--- src/rtl/rsa_decode_ctrl.sv ---
// Byte-stream front end and sequencer for the RSA decoder: frames 2-byte ciphertext words,
// range-checks them, runs the decoder under a watchdog and streams back the 2-byte plaintext.
module rsa_decode_ctrl #(
  parameter int unsigned k       = 12,
  parameter int unsigned n       = 3551,
  parameter int unsigned TIMEOUT = 65535,
  parameter int unsigned TW      = 16
) (
  input  logic         clk,
  input  logic         rst_n,
  input  logic         in_valid,
  output logic         in_ready,
  input  logic [7:0]   in_byte,
  output logic         dec_start,
  output logic [k-1:0] dec_data_in,
  input  logic [k-1:0] dec_data_out,
  input  logic         dec_done,
  output logic         out_valid,
  input  logic         out_ready,
  output logic [7:0]   out_byte,
  output logic         err,
  output logic         busy
);

  localparam int unsigned FW = 16;

  typedef enum logic [2:0] {
    GET_HI  = 3'd0,
    GET_LO  = 3'd1,
    CHECK   = 3'd2,
    START   = 3'd3,
    WAIT    = 3'd4,
    SEND_HI = 3'd5,
    SEND_LO = 3'd6
  } state_t;

  state_t         state, state_d;
  logic [7:0]     hi_reg, hi_d;
  logic [k-1:0]   word_q, word_d;
  logic [k-1:0]   result, result_d;
  logic [TW-1:0]  wd, wd_d, wd_inc_c;
  logic [FW-1:0]  frame_c;
  logic           reject_c;
  logic           in_ready_d, dec_start_d, out_valid_d, err_d, busy_d;
  logic [k-1:0]   dec_data_in_d;
  logic [7:0]     out_byte_d;

  // Frame check is evaluated on the low-byte handshake so err lands in the CHECK cycle
  assign frame_c  = {hi_reg, in_byte};
  assign reject_c = ((frame_c >> k) != FW'(0)) || (k'(frame_c) >= k'(n));
  assign wd_inc_c = wd + TW'(1);

  // State and registered outputs
  always_ff @(posedge clk or negedge rst_n) begin
    if (!rst_n) begin
      state       <= GET_HI;
      hi_reg      <= '0;
      word_q      <= '0;
      result      <= '0;
      wd          <= '0;
      in_ready    <= 1'b0;
      dec_start   <= 1'b0;
      dec_data_in <= '0;
      out_valid   <= 1'b0;
      out_byte    <= '0;
      err         <= 1'b0;
      busy        <= 1'b0;
    end else begin
      state       <= state_d;
      hi_reg      <= hi_d;
      word_q      <= word_d;
      result      <= result_d;
      wd          <= wd_d;
      in_ready    <= in_ready_d;
      dec_start   <= dec_start_d;
      dec_data_in <= dec_data_in_d;
      out_valid   <= out_valid_d;
      out_byte    <= out_byte_d;
      err         <= err_d;
      busy        <= busy_d;
    end
  end

  // Next-state and next-output logic
  always_comb begin
    state_d       = state;
    hi_d          = hi_reg;
    word_d        = word_q;
    result_d      = result;
    wd_d          = wd;
    dec_start_d   = 1'b0;
    dec_data_in_d = dec_data_in;
    out_valid_d   = out_valid;
    out_byte_d    = out_byte;
    err_d         = 1'b0;

    case (state)
      GET_HI: begin
        if (in_valid && in_ready) begin
          hi_d    = in_byte;
          state_d = GET_LO;
        end
      end
      GET_LO: begin
        if (in_valid && in_ready) begin
          word_d  = k'(frame_c);
          err_d   = reject_c;
          state_d = CHECK;
        end
      end
      CHECK: begin
        // err is high exactly when this frame was rejected
        if (err) begin
          state_d = GET_HI;
        end else begin
          dec_data_in_d = word_q;
          dec_start_d   = 1'b1;
          state_d       = START;
        end
      end
      START: begin
        wd_d    = '0;
        state_d = WAIT;
      end
      WAIT: begin
        if (dec_done) begin
          result_d    = dec_data_out;
          out_valid_d = 1'b1;
          out_byte_d  = 8'(dec_data_out >> 8);
          state_d     = SEND_HI;
        end else if (wd_inc_c == TW'(TIMEOUT)) begin
          wd_d    = '0;
          err_d   = 1'b1;
          state_d = GET_HI;
        end else begin
          wd_d = wd_inc_c;
        end
      end
      SEND_HI: begin
        if (out_ready) begin
          out_byte_d = result[7:0];
          state_d    = SEND_LO;
        end
      end
      SEND_LO: begin
        if (out_ready) begin
          out_valid_d = 1'b0;
          out_byte_d  = '0;
          state_d     = GET_HI;
        end
      end
      default: state_d = GET_HI;
    endcase

    in_ready_d = (state_d == GET_HI) || (state_d == GET_LO);
    busy_d     = (state_d != GET_HI);
  end

endmodule
--- config.mk ---
export PLATFORM = sky130hd
export DESIGN_NAME = rsa_decode_ctrl
export DESIGN_NICKNAME = d
export VERILOG_FILES = /design/src/rtl/rsa_decode_ctrl.sv
export SDC_FILE = /design/constraint.sdc
export NUM_CORES = 1
export LEC_CHECK = 0
export BUFFER_PORTS_ARGS = -buffer_cell sky130_fd_sc_hd__buf_2
export CORE_MARGIN = 4
export CORE_UTILIZATION = 40
export CTS_BUF_LIST = sky130_fd_sc_hd__clkbuf_2
export CTS_CLUSTER_SIZE = 10
export DETAILED_ROUTE_END_ITERATION = 8
export SETUP_SLACK_MARGIN = 0.4
export SYNTH_ARGS = -nofsm -noshare
export SYNTH_HDL_FRONTEND = slang
export SYNTH_SLANG_ARGS = --single-unit
--- constraint.sdc ---
create_clock -name clk -period 5.85 [get_ports clk]
set_input_delay 0.2925 -clock clk [delete_from_list [all_inputs] [get_ports clk]]
set_output_delay 0.2925 -clock clk [all_outputs]
set_load 0.01 [all_outputs]
Word-level counts from Yosys, hierarchy flattened
Index checks and enable logic that the tools add are counted.
Operators by class
  $add $sub $neg: 1
  magnitude comparators: 1
  eq/ne operators: 12
  multiplexer cells: 24
  bitwise logic cells: 1
  reductions and logical operators: 17
Operators by type and width (number)
  2-to-1 mux 16 bit: 2
  one-hot mux 16 bit (2 select lines): 1
  2-to-1 mux 8 bit: 3
  one-hot mux 8 bit (3 select lines): 1
  one-hot mux 3 bit (7 select lines): 1
  2-to-1 mux 3 bit: 6
  adder 16 x 1 -> 16 bit, second input constant: 1
  == test 16 bit, second input constant: 1
  nonzero test 16 bit: 1
  greater-or-equal comparator 12 bit, second input constant: 1
  AND reduction 2 bit: 5
  == test 3 bit, second input constant: 3
  inequality test 2 bit, second input constant: 4
  2-to-1 mux 1 bit: 7
  == test 3 x 1 -> 1 bit, second input constant: 2
  == test 3 x 2 -> 1 bit, second input constant: 2
  logical NOT 3 bit: 2
  nonzero test 3 bit: 2
  one-hot mux 1 bit (2 select lines): 2
  AND reduction 4 bit: 1
  nonzero test 2 bit: 2
  AND reduction 3 bit: 1
  logical OR 1 bit: 2
  2-to-1 mux 2 bit: 1
  other kinds (2): 2
Word-level totals
  register bits after elaboration: 72

Depth between registers and ports, before layout
Gate-level depths: netlist of the first run.
  depth in word-level cells: 7
  mapped depth: 9

Least setup slack after synthesis of the first run
No wires, ideal clock.
  path type: register -> register
  start: register wd[4]
  end: register busy
  library setup time: 0.132 ns
  arrival: 2.137 ns
  data required time: 5.718 ns
  setup slack: 3.581 ns
  stages on the path, launching flop included: 9
  buffers on the path: 1
  period minus slack after synthesis: 2.269 ns
  path through: dfrtp_1 buf_2 nand2_2 or3_4 nor4b_4 o311ai_4 nor3_4 a21o_1 or3b_1
On the way
  word-level cells in the longest chain between the ends: 6
RTL lines
  start: declaration: RTL line 41  | logic [TW-1:0] wd, wd_d, wd_inc_c;
  start signal: assignment: RTL line 73  | wd <= wd_d;
  adder 16 x 1 -> 16 bit: RTL line 51  | assign wd_inc_c = wd + TW'(1);
  == test 16 bit: RTL line 131  | end else if (wd_inc_c == TW'(TIMEOUT)) begin
  2-to-1 mux 3 bit: RTL line 131
  2-to-1 mux 3 bit: RTL line 126  | if (dec_done) begin
  one-hot mux 3 bit (7 select lines): RTL line 97  | case (state)
  nonzero test 3 bit: RTL line 156  | busy_d = (state_d != GET_HI);
  named net busy_d: RTL line 44  | logic in_ready_d, dec_start_d, out_valid_d, err_d, busy_d;
  end signal: assignment: RTL line 80  | busy <= busy_d;
  end: declaration: RTL line 22  | output logic busy
The timed path passes the listed nets, and every way through them passes these cells.
A chain may end at the register's enable or synchronous reset.

Worst setup path in the final report of the first run
  start: register wd[1]
  end: register wd[3]
On the way
  word-level cells in the longest chain between the ends: 5
RTL lines (RTL line)
  adder 16 x 1 -> 16 bit *: 51
  == test 16 bit: 131
  2-to-1 mux 16 bit *: 131
  2-to-1 mux 16 bit *: 126
  one-hot mux 16 bit (2 select lines) *: 97
Every way passes the cells marked *; elsewhere a longest branch is shown, timed or not. The select of a mux whose other input is x is not followed.

==> out/metrics.cfg, run 1 <==
[outcome]
status = finished, final reports clean

[cells_and_area]
top_regs = wd (16), dec_data_in (12), word_q (12)
final-seq-area_sq_mm = 0.00180
area_growth_pct = 14.6
multi_input_area_sq_mm = 0.00170
top_register = wd
nets = 414
drive_gt1_frac = 0.329
diodes = 0
fillers = 826
largest_reg_flops = 16

[synth]
yosys_warnings = 0
syn-num-nets = 354
synth_ff_type = dfrtp_1
synthCells = 327
synth_edf_count = 0
async_flop_share = 1.00
ys_ff_latch = 72
syn_area_sq_mm = 0.00365
avgSynthCellArea_sq_um = 11.2
seq_area_frac_synth = 0.493
yosys.cell_types.count = 61

[timing]
fmax_ghz = 0.343
grt_setup_unrepaired = no
finClkSkew_ps = 23.4
worstMarginPinSlew_ps = 1030
fin_tns_setup_ps = 0
hold_viol_final = 0
maxSlewViolCount = 0
report.final.setup_viol = 0
fin_crit_ps = 2920
finalCritPeriodShare = 0.499
worst_slack_ps = 2930
relSlewSlack = 0.306

[power]
ir_drop_mv = 0.186
power_switching_w = 0.000588
combPwrFrac = 0.338
p_total_w = 0.00162
p_clk_frac = 0.152
p_per_area_mw_per_mm2 = 386
p_leak_nw = 1.85
internal-power_w = 0.00103
sequentialPowerShare = 0.511
swShare = 0.364

[critical_path]
cp.arrival_ps = 3330
ff2ff_setup_slack_ps = 2930
critical_path_class = flip-flop to flip-flop
critPathRequiredTime_ps = 6260
worstPathMaxFanout = 11
timing.rr.start = wd[1]
startpoint_type = flip-flop
end_kind = flip-flop
r2r_cells = 8
worstReg2RegEnd = wd[3]

[floorplan]
die-area_sq_mm = 0.0107
start_util = 0.415
fp.dieW_um = 104
fp.coreArea_sq_mm = 0.00881
pin_count = 50
die_h_um = 104
std_cell_rows = 34

[hold_path]
holdPathStages = 2
min_path_type = primary input to flip-flop
min-delay-start = in_byte[7]
whs_endpoint = hi_reg[7]

[global_route]
grt_pass1_vias = 2759
grt_pass1_wl_um = 13500
grt-ovfl-total = 0
grt_max_degree = 73
antenna_found_initial = 0
track_usage = 0.152

[cts]
cts.path.max_buffers = 2
numCtsBuffers = 9
cts_tree = done
clk_pin_slew_worst_paths_ps = 210
clk_latency_ps = 510
cts_root_buf = clkbuf_2
htreeDepth = 3
clock-sinks = 72
post-cts-setup-buffers = 0

[detailed_routing]
viasPerCell = 5.43
detail-route-antenna-nets = 0
first_pass_iters = 4
drc = 0
drt_iter0_drc = 140
routedWlPerCell_um = 15.3
wirelength_um = 7670
num_vias = 2715

[place]
pre_cts_ws_ps = 2980
portBuffers = 49
hpwl_um = 5330
routabilityCongestion = 0.942

[job]
maxCapViolations = 0

cells in the mapped netlist, types with 6 or more instances:
library cell	instances	area share
dfrtp_1	72	0.49
mux2_2	40	0.12
nand2_1	33	0.034
o21ai_0	18	0.025
nor2_1	13	0.013
o31ai_1	9	0.018
a21oi_1	8	0.011
inv_1	8	0.0082
nand3_1	8	0.011
xnor2_1	7	0.017
a21o_1	6	0.012
nor2b_1	6	0.010
cells in the final DEF, fill, tap and decap left out, drive strengths merged, types with 4 or more instances in the layout:
cell type and instances:
dfrtp 72, buf 53, mux2 40, nand2 34, o21ai 18, dlygate4sd3 15
nor2 13, clkbuf 10, o31ai 10, inv 9, nand3 9, a21oi 8
xnor2 7, nor3 7, nor2b 6, a21o 6, nor4 6, a22oi 5
or3 5, nand4 5, nand2b 4, xor2 4, clkinv 4
metal layers:
metal | track usage | wire, um | up-vias
li1 | - | - | 1310
met1 | 0.206 | 3560 | 1333
met2 | 0.239 | 3610 | 63
met3 | 0.0367 | 385 | 9
met4 | 0.0570 | 106 | 0
met5 | 0 | 0 | -
how the worst max path moves through the flow:
stage             to  cells past startpoint   from  slack (ps)
2_1_floorplan   busy                      8  wd[4]        3580
3_3_place_gp   wd[3]                      8  wd[0]        3040
3_5_place_dp   wd[3]                      8  wd[0]        2980
4_1_cts        wd[3]                      8  wd[1]        2950
5_1_grt        wd[3]                      8  wd[1]        2680
6_report       wd[3]                      8  wd[1]        2930
area by class of cell:
class,count,share of cell area
well taps,108,0.0323
clock buffers,10,0.0120
inverters,8,0.00717
flip-flops and latches,72,0.430
repair buffers,68,0.102
multi-input cells,228,0.406
clock inverters,6,0.0105
worst max-delay path, stage by stage, from the launching register on:
cell      delay (ps)
dfrtp_1          590
ha_1             360
a21boi_0         400
a31oi_1          140
o31ai_1          270
nand4_1          180
o31ai_2          540
nor3_1            80
a211o_1          280
timing repair:
action                    in CTS  in global routing
hold buffers                  15                  0
hold endpoints to repair      89                  0
gates resized for setup        0                  0
through the flow:
stage / instances / instance area (sq um) / utilization / hold slack (ps)
finish: 500 / 4190 / 0.476 / 52.6
global route: 500 / 4190 / 0.476 / 1.12
CTS: 500 / 4190 / 0.476 / 3.84
detailed placement: 469 / 3940 / 0.448 / 467
global placement: 469 / 3940 / 0.448 / 460
floorplan: 327 / 3650 / - / -3.09
logic make-up (layout without fill, tap and decap cells):
| group | Yosys count | after routing | share of synthesized area |
|---|---|---|---|
| multiplexers | 41 | 41 | 0.126 |
| buffers and inverters | 27 | 92 | 0.0445 |
| flip-flops | 72 | 72 | 0.493 |
| XOR/XNOR | 11 | 11 | 0.0264 |
| adder cells (fa/ha/maj) | 2 | 2 | 0.00685 |
| AO/OA/AOI/OAI | 68 | 68 | 0.134 |
| AND/OR/NAND/NOR | 106 | 106 | 0.169 |
power by group through the flow:
stage / combinational, W / clock (W) / sequential [W]
final: 0.000546 / 0.000246 / 0.000825
after global placement: 0.000536 / 0 / 0.000830
after CTS: 0.000556 / 0.000258 / 0.000828
after floorplan: 0.000400 / 0 / 0.000810
after global routing: 0.000609 / 0.000279 / 0.000859
after detailed placement: 0.000547 / 0 / 0.000840
No activity file was read; power rests on OpenSTA's default activity.
==> inputs of run 2 (changes only) <==
==> constraint.sdc (replaced) <==
create_clock -name clk -period 2.55 [get_ports clk]
set_input_delay 0.1275 -clock clk [delete_from_list [all_inputs] [get_ports clk]]
set_output_delay 0.1275 -clock clk [all_outputs]
set_load 0.01 [all_outputs]
==> out/metrics.cfg, run 2 (same netlist as run 1, synthesis figures left out) <==
[cts]
clock-sinks = 72
cts_root_buf = clkbuf_2
clk_latency_ps = 520
cts.path.max_buffers = 2
htreeDepth = 3
numCtsBuffers = 9
cts_tree = done
clk_pin_slew_worst_paths_ps = 230

[critical_path]
end_kind = flip-flop
path_delay_family = simple AND/OR/NAND/NOR gates
worstPathMaxFanout = 7
critical-path-max-stage-delay_ps = 480
cp_slowest_cell = dfrtp_1
cp.arrival_ps = 2770
critical_path_class = flip-flop to flip-flop
crit_path_frequent_cell = buf_4
startpoint_type = flip-flop
critPathBufInv = 2
critPathRequiredTime_ps = 3000
crit_chain = ha_4 > a21boi_4 > buf_4 > and4bb_2 > o311ai_4 > nor3_4 > buf_4 > or3_1 > o31ai_1

[timing]
finalCritPeriodShare = 0.909
finClkSkew_ps = 38.8
relSlewSlack = 0.378
report.final.setup_viol = 0
hold_viol_final = 0
grt_setup_unrepaired = yes
worstMarginPinSlew_ps = 933
fin_tns_setup_ps = 0
maxSlewViolCount = 0
fmax_ghz = 0.431
hold_ws_ps = 162
fin_crit_ps = 2320

[cells_and_area]
top_regs = wd (16), dec_data_in (12), word_q (12)
drive_gt1_frac = 0.440
final_core_util = 0.536
largest_reg_flops = 16
top_register = wd
final_common_cell = dfrtp_1
fillers = 798
diodes = 0
area_growth_pct = 29.2
nets = 449
mostFrequentLayoutCells = dfrtp_1, buf_2, mux2_2

[place]
portBuffers = 49
routabilityCongestion = 0.900
hpwl_um = 5650

[detailed_routing]
detail-route-antenna-nets = 0
num_vias = 2913
first_pass_iters = 4
drt_iter0_drc = 172
routedWlPerCell_um = 16.1
drc = 0
viasPerCell = 5.44
wirelength_um = 8630

[global_route]
grt_pass1_vias = 3000
grt-ovfl-total = 0
grt_max_degree = 73
grt_pass1_wl_um = 14900
track_usage = 0.168
antenna_found_initial = 0

[power]
ir_drop_mv = 0.535
p_leak_nw = 2.10
p_total_w = 0.00402
p_per_area_mw_per_mm2 = 852

[floorplan]
die-area_sq_mm = 0.0107
pin_count = 50
start_util = 0.415
die_h_um = 104
std_cell_rows = 34
fp.coreArea_sq_mm = 0.00881
fp.dieW_um = 104

[outcome]
status = finished, final reports clean

[hold_path]
min_path_type = primary input to flip-flop

[job]
maxCapViolations = 0

run 2: cell count changes in the layout (fill, tap and decap cells not counted), moves of 5 or more:
cell           change
buf_4             +25
dlygate4sd3_1      +8
dfrtp_1            -6
dfrtp_2            +6
o31ai_1            -6
o31ai_2            +5
run 2: per-stage QoR:
step	area (sq um)	setup WS [ps]	std cells
after floorplan	3660	343	327
after global placement	4070	193	485
after detailed placement	4070	151	485
after CTS	4580	236	531
after global routing	4720	149	535
final	4720	231	535
run 2: repair_timing:
action | 4_1_cts | 5_1_grt
endpoints found under the hold margin | 102 | 0
resized for setup | 27 | 22
buffers inserted | 7 | 4
endpoints found under the setup margin | 19 | 20
pin swaps | 4 | 5
hold buffers | 23 | 0
run 2: final cells by class:
class,instances,area [sq um],area share
Tap cell,108,135,0.0286
Clock inverter,7,77.6,0.0164
Multi-Input combinational cell,228,1900,0.403
Inverter,8,30.0,0.00636
Sequential cell,72,1810,0.383
Timing Repair Buffer,103,722,0.153
Clock buffer,9,45.0,0.00954
run 2: worst paths after layout:
check                            startpoint     endpoint  slack [ps]  cells after the start
max in group asynchronous             rst_n        wd[6]        1650                      2
worst min register to register  out_byte[7]  out_byte[7]         500                      2
worst max-delay path                  wd[1]        wd[1]         230                      9
min in group asynchronous             rst_n        wd[3]         260                      2
worst max register to register        wd[1]        wd[1]         230                      9
worst min-delay path               dec_done        wd[1]         160                      4
run 2: where the power goes:
part / internal (W) / total (W) / switching (W)
Combinational: 0.000785 / 0.00154 / 0.000754
Clock: 0.000237 / 0.000670 / 0.000433
Sequential: 0.00157 / 0.00182 / 0.000241
run 2: worst register-to-register path, stage by stage (launching register included):
cell      delay [ps]
dfrtp_1          480
ha_4             210
a21boi_4         140
buf_4            140
and4bb_2         240
o311ai_4         400
nor3_4            80
buf_4            180
or3_1            300
o31ai_1           70
run 2: per-layer routing:
metal  global-route usage  vias to the layer above  part of all wire
met2                0.275                       75              0.51
met4               0.0332                        0            0.0059
met5                    0                        -                 0
li1                     -                     1388                 -
met3               0.0460                        4             0.050
met1                0.226                     1446              0.43
==> inputs of run 3 (changes only) <==
--- a/config.mk
+++ b/config.mk
@@ -5,12 +5,14 @@
 export SDC_FILE = /design/constraint.sdc
 export NUM_CORES = 1
 export LEC_CHECK = 0
+export ABC_AREA = 1
 export BUFFER_PORTS_ARGS = -buffer_cell sky130_fd_sc_hd__buf_2
 export CORE_MARGIN = 4
 export CORE_UTILIZATION = 40
 export CTS_BUF_LIST = sky130_fd_sc_hd__clkbuf_2
 export CTS_CLUSTER_SIZE = 10
 export DETAILED_ROUTE_END_ITERATION = 8
+export PLACE_DENSITY = 0.61
 export SETUP_SLACK_MARGIN = 0.4
 export SYNTH_ARGS = -nofsm -noshare
 export SYNTH_HDL_FRONTEND = slang
==> out/metrics.cfg, run 3 <==
[floorplan]
die_h_um = 101
die-area_sq_mm = 0.0102
std_cell_rows = 33
pin_count = 50
start_util = 0.417
fp.coreArea_sq_mm = 0.00834
fp.dieW_um = 101

[detailed_routing]
wirelength_um = 8550
routedWlPerCell_um = 13.3
first_pass_iters = 5
drt_iter0_drc = 144
detail-route-antenna-nets = 0
drc = 0
num_vias = 3177
viasPerCell = 4.95

[power]
p_clk_frac = 0.172
internal-power_w = 0.00224
ir_drop_mv = 0.490
p_per_area_mw_per_mm2 = 868
swShare = 0.392
p_leak_nw = 2.07
combPwrFrac = 0.343
sequentialPowerShare = 0.485
power_switching_w = 0.00145

[critical_path]
cp_slowest_cell = dfrtp_1
crit_path_frequent_cell = nand2_1
end_kind = flip-flop
startpoint_type = flip-flop
path_delay_family = simple AND/OR/NAND/NOR gates
critical_path_class = flip-flop to flip-flop
critPathRequiredTime_ps = 2990
critical-path-max-stage-delay_ps = 470
cp.arrival_ps = 2460
ff2ff_setup_slack_ps = 530
crit_chain = ha_2 > nand3_2 > nor2_4 > nand3_1 > nand2_1 > nand2_1 > nor2_4 > nand3_4 > buf_4 > nand2_1 > o21ai_1
worstPathMaxFanout = 8
critPathBufInv = 1

[timing]
worst_slack_ps = 530
hold_viol_final = 0
relSlewSlack = 0.560
maxSlewViolCount = 0
fin_tns_setup_ps = 0
grt_setup_unrepaired = no
worstMarginPinSlew_ps = 658
finalCritPeriodShare = 0.792
fmax_ghz = 0.495
fin_crit_ps = 2020
report.final.setup_viol = 0
finClkSkew_ps = 24.7

[synth]
ys_ff_latch = 72
async_flop_share = 1.00
synth_edf_count = 0
synth_common_cells = nand2_1, dfrtp_1, inv_1
synthCells = 446
post-synth-top-count-cell = nand2_1
yosys_warnings = 0
syn-num-nets = 473
synth_top_area_share = 0.519
synth_area_leaders = dfrtp_1, nand2_1, o21ai_0
seq_area_frac_synth = 0.519
syn_area_sq_mm = 0.00347
avgSynthCellArea_sq_um = 7.79
yosys.cell_types.count = 27
yosysTopAreaCell = dfrtp_1
synth_ff_type = dfrtp_1

[cells_and_area]
final_common_cell = nand2_1
top_register = wd
diodes = 0
drive_gt1_frac = 0.184
top_regs = wd (16), dec_data_in (12), word_q (12)
area_growth_pct = 22.4
nets = 559
largest_reg_flops = 16
mostFrequentLayoutCells = nand2_1, dfrtp_1, inv_1

[cts]
htreeDepth = 3
cts_root_buf = clkbuf_2
clock-sinks = 72
clk_pin_slew_worst_paths_ps = 210
clk_latency_ps = 510
numCtsBuffers = 9
cts.path.max_buffers = 2
cts_tree = done

[place]
pre_cts_ws_ps = 549
hpwl_um = 5880
routabilityCongestion = 0.911
portBuffers = 49

[global_route]
grt_pass1_vias = 3150
grt_pass1_wl_um = 14600
grt_max_degree = 50
grt-ovfl-total = 0
track_usage = 0.180
antenna_found_initial = 0

[job]
maxCapViolations = 0

[hold_path]
min_path_type = primary input to flip-flop

[outcome]
status = finished, final reports clean

## run 3: cell types whose count changed in the layout (fill, tap and decap cells not counted), moves of 7 or more
cell     before  now
o21ai_1       1    9
nand4_1       3   10
mux2_2       40    0
inv_1         8   51
nor2_1       13   32
nand3_1       8   20
nand2_1      31  159
o21ai_0      15   42
buf_4        29   11
## run 3: metal layers
metal,vias up,routed length [um],global-route usage
met2,94,3960,0.286
met5,-,0,0
li1,1589,-,-
met3,15,440,0.0517
met1,1479,4010,0.239
met4,0,135,0.0552
## run 3: tightest hold or removal path: stages
cell and delay [ps]:
buf_2 110, nand2_1 130, nor2_4 60, nand2_1 80
o21ai_2 50
## run 3: what timing repair did
action | 4_1_cts | 5_1_grt
hold buffers | 22 | 0
gates resized for setup | 0 | 5
hold endpoints to repair | 78 | 0
endpoints found under the setup margin | 0 | 19
buffers inserted | 0 | 5
## run 3: through the flow
step                utilization  instances  area, sq um  hold WS, ps  power [W]
detailed placement        0.462        598         3850          275    0.00304
CTS                       0.502        636         4190         74.9    0.00370
floorplan                     -        446         3470         -168    0.00256
global route              0.510        642         4250         11.1    0.00402
global placement          0.462        598         3850          271    0.00300
finish                    0.510        642         4250         73.7    0.00369
## run 3: power by group through the flow
stage / combinational, W / sequential [W] / clock [W]
floorplan: 0.000720 / 0.00184 / 0
global placement: 0.00120 / 0.00181 / 0
detailed placement: 0.00123 / 0.00181 / 0
CTS: 0.00126 / 0.00179 / 0.000658
global route: 0.00148 / 0.00184 / 0.000709
finish: 0.00127 / 0.00179 / 0.000636
## run 3: worst paths after layout
path,start,to,cells after the start
worst max-delay path,wd[1],wd[13],11
worst min-delay path,in_valid,err,5
worst max register to register,wd[1],wd[13],11
worst min register to register,dec_data_in[3],dec_data_in[3],2
max in group asynchronous,rst_n,hi_reg[5],4
min in group asynchronous,rst_n,wd[11],3
## run 3: cell type report
class / instances / area, sq um
Tap cell: 105 / 131
Inverter: 54 / 206
Clock inverter: 6 / 60.1
Clock buffer: 10 / 50.0
Multi-Input combinational cell: 313 / 1450
Timing Repair Buffer: 82 / 548
Sequential cell: 72 / 1800
Fill cell: 818 / 4090
## run 3: cells by family after synthesis
kind of cell / count (synthesis) / synth area share
AOI/OAI and AO/OA: 67 / 0.101
adders and majority gates: 2 / 0.00720
buffers and inverters: 62 / 0.0702
DFF: 72 / 0.519
and+or+nand+nor: 243 / 0.303
